$ cat config.mk
export PLATFORM = sky130hd
export DESIGN_NAME = btn_debounce_pulse
export DESIGN_NICKNAME = d
export VERILOG_FILES = /design/src/rtl/btn_db_pkg.sv /design/src/rtl/btn_db_channel.sv /design/src/rtl/btn_debounce_pulse.sv
export SDC_FILE = /design/constraint.sdc
export NUM_CORES = 1
export LEC_CHECK = 0
export ABC_AREA = 1
export BUFFER_PORTS_ARGS = -buffer_cell sky130_fd_sc_hd__buf_2
export CORE_ASPECT_RATIO = 0.8
export CORE_MARGIN = 2
export CORE_UTILIZATION = 66
export DETAILED_ROUTE_END_ITERATION = 12
export GPL_TIMING_DRIVEN = 1
export PLACE_DENSITY = 0.95
export SLEW_MARGIN = 25
export SYNTH_ARGS = -nofsm -noshare
export SYNTH_HDL_FRONTEND = slang
export SYNTH_SLANG_ARGS = --single-unit
$ cat constraint.sdc
create_clock -name clk -period 2.55 [get_ports clk]
set_input_delay 0.1275 -clock clk [delete_from_list [all_inputs] [get_ports clk]]
set_output_delay 0.1275 -clock clk [all_outputs]
set_load 0.03 [all_outputs]
$ cat src/rtl/btn_db_pkg.sv
// Shared types and helpers for the two-button debounce/pulse front-end.
// Pulse FSM encoding and the counter width rule used by every timer.
package btn_db_pkg;

    typedef enum logic [1:0] {
        StIdle   = 2'd0,
        StHeld   = 2'd1,
        StRepeat = 2'd2
    } pulse_state_e;

    // One spare bit above the terminal count keeps compare logic simple.
    function automatic int unsigned cnt_width(input int unsigned max_val);
        return $clog2(max_val) + 1;
    endfunction

endpackage

$ cat src/rtl/btn_db_channel.sv
// One button: synchroniser, stable-level debouncer and press/auto-repeat pulse FSM.
// The pulse output is combinational so the parent can register it alongside db.
module btn_db_channel
    import btn_db_pkg::*;
#(
    parameter int unsigned SYNC_STAGES   = 2,
    parameter int unsigned DB_CYCLES     = 16,
    parameter bit          REPEAT_EN     = 1'b1,
    parameter int unsigned HOLD_CYCLES   = 64,
    parameter int unsigned REPEAT_CYCLES = 32
) (
    input  logic clk,
    input  logic reset_n,
    input  logic btn_raw,
    output logic db,
    output logic pulse
);

    localparam int unsigned DbW   = cnt_width(DB_CYCLES);
    localparam int unsigned TmMax = (HOLD_CYCLES > REPEAT_CYCLES) ? HOLD_CYCLES : REPEAT_CYCLES;
    localparam int unsigned TmW   = cnt_width(TmMax);

    localparam logic [DbW-1:0] DbLast   = DbW'(DB_CYCLES - 1);
    localparam logic [TmW-1:0] HoldLast = TmW'(HOLD_CYCLES - 1);
    localparam logic [TmW-1:0] RepLast  = TmW'(REPEAT_CYCLES - 1);

    logic [SYNC_STAGES-1:0] sync_q, sync_d;
    logic                   sync_s;
    logic                   db_q, db_d;
    logic [DbW-1:0]         db_cnt_q, db_cnt_d;
    logic                   rise, fall;
    pulse_state_e           state_q, state_d;
    logic [TmW-1:0]         tm_q, tm_d;

    assign sync_s = sync_q[SYNC_STAGES-1];
    assign db     = db_q;

    always_comb begin
        sync_d   = {sync_q[SYNC_STAGES-2:0], btn_raw};
        db_d     = db_q;
        db_cnt_d = '0;
        rise     = 1'b0;
        fall     = 1'b0;
        if (sync_s != db_q) begin
            if (db_cnt_q == DbLast) begin
                db_d = sync_s;
                rise = sync_s;
                fall = ~sync_s;
            end else begin
                db_cnt_d = db_cnt_q + 1'b1;
            end
        end
    end

    // Pulses are raised on the accepting edge so they line up with db.
    always_comb begin
        state_d = state_q;
        tm_d    = tm_q;
        pulse   = 1'b0;
        unique case (state_q)
            StIdle: begin
                if (rise) begin
                    state_d = StHeld;
                    tm_d    = '0;
                    pulse   = 1'b1;
                end
            end
            StHeld: begin
                if (fall) begin
                    state_d = StIdle;
                    tm_d    = '0;
                end else if (tm_q == HoldLast) begin
                    if (REPEAT_EN) begin
                        state_d = StRepeat;
                        tm_d    = '0;
                        pulse   = 1'b1;
                    end
                end else begin
                    tm_d = tm_q + 1'b1;
                end
            end
            StRepeat: begin
                if (fall) begin
                    state_d = StIdle;
                    tm_d    = '0;
                end else if (tm_q == RepLast) begin
                    tm_d  = '0;
                    pulse = 1'b1;
                end else begin
                    tm_d = tm_q + 1'b1;
                end
            end
            default: begin
                state_d = StIdle;
                tm_d    = '0;
            end
        endcase
    end

    always_ff @(posedge clk or negedge reset_n) begin
        if (!reset_n) begin
            sync_q   <= '0;
            db_q     <= 1'b0;
            db_cnt_q <= '0;
            state_q  <= StIdle;
            tm_q     <= '0;
        end else begin
            sync_q   <= sync_d;
            db_q     <= db_d;
            db_cnt_q <= db_cnt_d;
            state_q  <= state_d;
            tm_q     <= tm_d;
        end
    end

endmodule

$ cat src/rtl/btn_debounce_pulse.sv
// Up/down button front-end: two debounce channels and a registered arbiter that
// drops simultaneous pulse candidates and flags the conflict instead.
module btn_debounce_pulse
    import btn_db_pkg::*;
#(
    parameter int unsigned SYNC_STAGES   = 2,
    parameter int unsigned DB_CYCLES     = 16,
    parameter bit          REPEAT_EN     = 1'b1,
    parameter int unsigned HOLD_CYCLES   = 64,
    parameter int unsigned REPEAT_CYCLES = 32
) (
    input  logic clk,
    input  logic reset_n,
    input  logic btn_up_raw,
    input  logic btn_down_raw,
    output logic up,
    output logic down,
    output logic db_up,
    output logic db_down,
    output logic conflict
);

    logic up_cand, down_cand;
    logic up_q, up_d;
    logic down_q, down_d;
    logic conflict_q, conflict_d;

    btn_db_channel #(
        .SYNC_STAGES  (SYNC_STAGES),
        .DB_CYCLES    (DB_CYCLES),
        .REPEAT_EN    (REPEAT_EN),
        .HOLD_CYCLES  (HOLD_CYCLES),
        .REPEAT_CYCLES(REPEAT_CYCLES)
    ) u_up (
        .clk    (clk),
        .reset_n(reset_n),
        .btn_raw(btn_up_raw),
        .db     (db_up),
        .pulse  (up_cand)
    );

    btn_db_channel #(
        .SYNC_STAGES  (SYNC_STAGES),
        .DB_CYCLES    (DB_CYCLES),
        .REPEAT_EN    (REPEAT_EN),
        .HOLD_CYCLES  (HOLD_CYCLES),
        .REPEAT_CYCLES(REPEAT_CYCLES)
    ) u_down (
        .clk    (clk),
        .reset_n(reset_n),
        .btn_raw(btn_down_raw),
        .db     (db_down),
        .pulse  (down_cand)
    );

    always_comb begin
        up_d       = up_cand & ~down_cand;
        down_d     = down_cand & ~up_cand;
        conflict_d = up_cand & down_cand;
    end

    always_ff @(posedge clk or negedge reset_n) begin
        if (!reset_n) begin
            up_q       <= 1'b0;
            down_q     <= 1'b0;
            conflict_q <= 1'b0;
        end else begin
            up_q       <= up_d;
            down_q     <= down_d;
            conflict_q <= conflict_d;
        end
    end

    assign up       = up_q;
    assign down     = down_q;
    assign conflict = conflict_q;

endmodule

==> metrics.csv <==
metric,value,unit
multi_input_area,1070,µm²
finalSetupTns,0,ps
drive_above_1_share,0.194,
cts.clk_slew.worst_paths,80,ps
insertedDiodeCount,0,
ys_seq_area_frac,0.430,
rsz0062_at_grt,false,
grt_max_degree,38,
clock.fmax,0.645,GHz
synth_most_common_cell,nand2_1,
synth_flop_cell,dfrtp_1,
htreeDepth,2,
syn2layout_area_growth,9.70,%
syn_inst,256,
peakVddDrop,0.516,mV
critPathMaxFanout,9,
wl_per_cell,13.8,µm
grt_antenna_before_repair,0,
worstSetupEndpointType,flop,
leakage,1.19,nW
grt_pass1_wl,7160,µm
fp-row-count,18,
wl_met3,167,µm
drt_iter0_drc,203,
grt_pass1_vias,1632,
fill_cells,195,
place_hpwl,3140,µm
r2r_start,u_up.db_cnt_q[0],
cts_sinks,37,
synth.avg_cell_area,8.41,µm²
cts-buffers-inserted,5,
postCtsSetupRepairBufs,0,
cap_violations,0,
worst_slew_pin_slew,822,ps
clockBufferDepth,2,
root_buffer,clkbuf_8,
hp-start,u_down.sync_q[0],
place_congestion,0.881,
synth.area.top_cells,"dfrtp_1, nand2_1, ha_1",
route.detailed.drc,0,
slew_headroom,0.452,
syn_area,2150,µm²
ys.warnings.count,0,
crit_required,2770,ps
synth_top_area_cell,dfrtp_1,
start_util,0.693,
routed_wirelength,4320,µm
seqCellArea,926,µm²
routedLengthMet1,1930,µm
grt.overflow.total,0,
ios,9,
whs_path_depth,0,
fin_crit_sh,0.608,
grt_usage,0.267,
setup_violations,0,
drt_pass1_iterations,5,
hold_violations,0,
port_buffers,8,
pwr_density_cell,645,nW/µm²
clk_latency,290,ps
crit_arrival,1770,ps
async_flop_share,1.00,
die-area,3740,µm²
wl_met2,2110,µm
via_per_inst,5.56,
vias,1741,
ys_ff_latch,37,
holdWs,356,ps
rr_worst_depth,9,
top_layer,met4,
crit_path_start,u_up.db_cnt_q[0],
fp.dieW,67.9,µm
final_core_util,0.760,
ant_nets,0,
coreArea,3110,µm²
synth_edf_count,0,
outcome,finished clean,
final_max_slew_viol_count,0,
synth_fp_nets,272,
fin_worst_skew,8.96,ps
cts_tree,built,
synth_top_area_frac,0.430,
synthTopCellsByCount,"nand2_1, dfrtp_1, inv_1",
worstSetupStartpointType,flop,
path_class,reg -> reg,
min_path_type,reg -> reg,
nets,289,
min_period,1550,ps
synth_cell_type_count,27,
fp.dieH,55.1,µm
r2r_slack,1000,ps
layout by cell type (no fill, tap or decap), drive strengths merged, types with 3 or more instances in the layout:
cell type	count
nand2	66
dfrtp	37
nor2	37
inv	36
nand3	36
o21ai	13
ha	12
buf	8
xor2	5
clkbuf	5
a21oi	5
dlygate4sd3	3
where the power goes:
group / internal [mW] / switching, mW / total, mW / leakage (nW)
Clock: 0.284 / 0.206 / 0.490 / 0.0540
Combinational: 0.120 / 0.259 / 0.379 / 0.635
Sequential: 0.620 / 0.0336 / 0.654 / 0.499
Total: 1.02 / 0.498 / 1.52 / 1.19
path summary, 6_finish.rpt:
kind | endpoint
setup / recovery | u_up.tm_q[5]
hold / removal | u_down.sync_q[1]
setup reg to reg | u_up.tm_q[5]
hold reg to reg | u_down.sync_q[1]
max in group asynchronous | u_down.tm_q[6]
min in group asynchronous | u_up.tm_q[4]
what timing repair did:
| item | CTS | global route |
|---|---|---|
| resized for setup | 0 | 0 |
| hold endpoints to repair | 39 | 0 |
| hold buffers | 3 | 0 |
| setup endpoints to repair | 0 | 0 |
stage by stage:
stage / cell area, µm² / std cells / setup WS (ps) / power [mW]
after global placement: 2230 / 303 / 1100 / 1.01
after detailed placement: 2230 / 303 / 1040 / 1.02
after CTS: 2360 / 313 / 1010 / 1.52
after floorplan: 2150 / 256 / 1160 / 0.973
after global routing: 2360 / 313 / 879 / 1.61
final: 2360 / 313 / 1000 / 1.52
flip-flops by register name, summed over array words and instances, names as in the netlist:
register / cells
conflict: 1
u_down.db: 1
u_down.state_q: 2
up: 1
u_up.db: 1
u_up.db_cnt_q: 5
u_down.tm_q: 7
u_up.sync_q: 2
u_up.state_q: 2
u_down.sync_q: 2
down: 1
u_up.tm_q: 7
u_down.db_cnt_q: 5
metal layers:
| layer | vias to the layer above | track usage |
|---|---|---|
| met2 | 44 | 0.462 |
| met5 | - | 0 |
| met1 | 832 | 0.325 |
| met3 | 15 | 0.0547 |
| li1 | 850 | - |
| met4 | 0 | 0.127 |
worst max-delay path: stages, from the launching register on:
cell	delay, ps
dfrtp_1	400
ha_1	230
nand3_2	130
nor2_4	160
nand2_2	80
nand2_4	130
inv_4	80
nor2_8	100
nand3_1	80
nand2_1	80
area by class of cell:
class	instances	area share
tap	40	0.0212
clock inverter	2	0.0148
inverter	36	0.0583
clock buffer	5	0.0291
multi-input combinational	182	0.455
timing repair buffer	11	0.0297
sequential	37	0.392
cell families after synthesis:
group	synth area share
adders and majority gates	0.0697
AOI/OAI and AO/OA	0.0593
buffers and inverters	0.0709
xor gates and xnor gates	0.0203
DFF	0.430
and+or+nand+nor	0.350
Power figures use the tool's default switching activity.
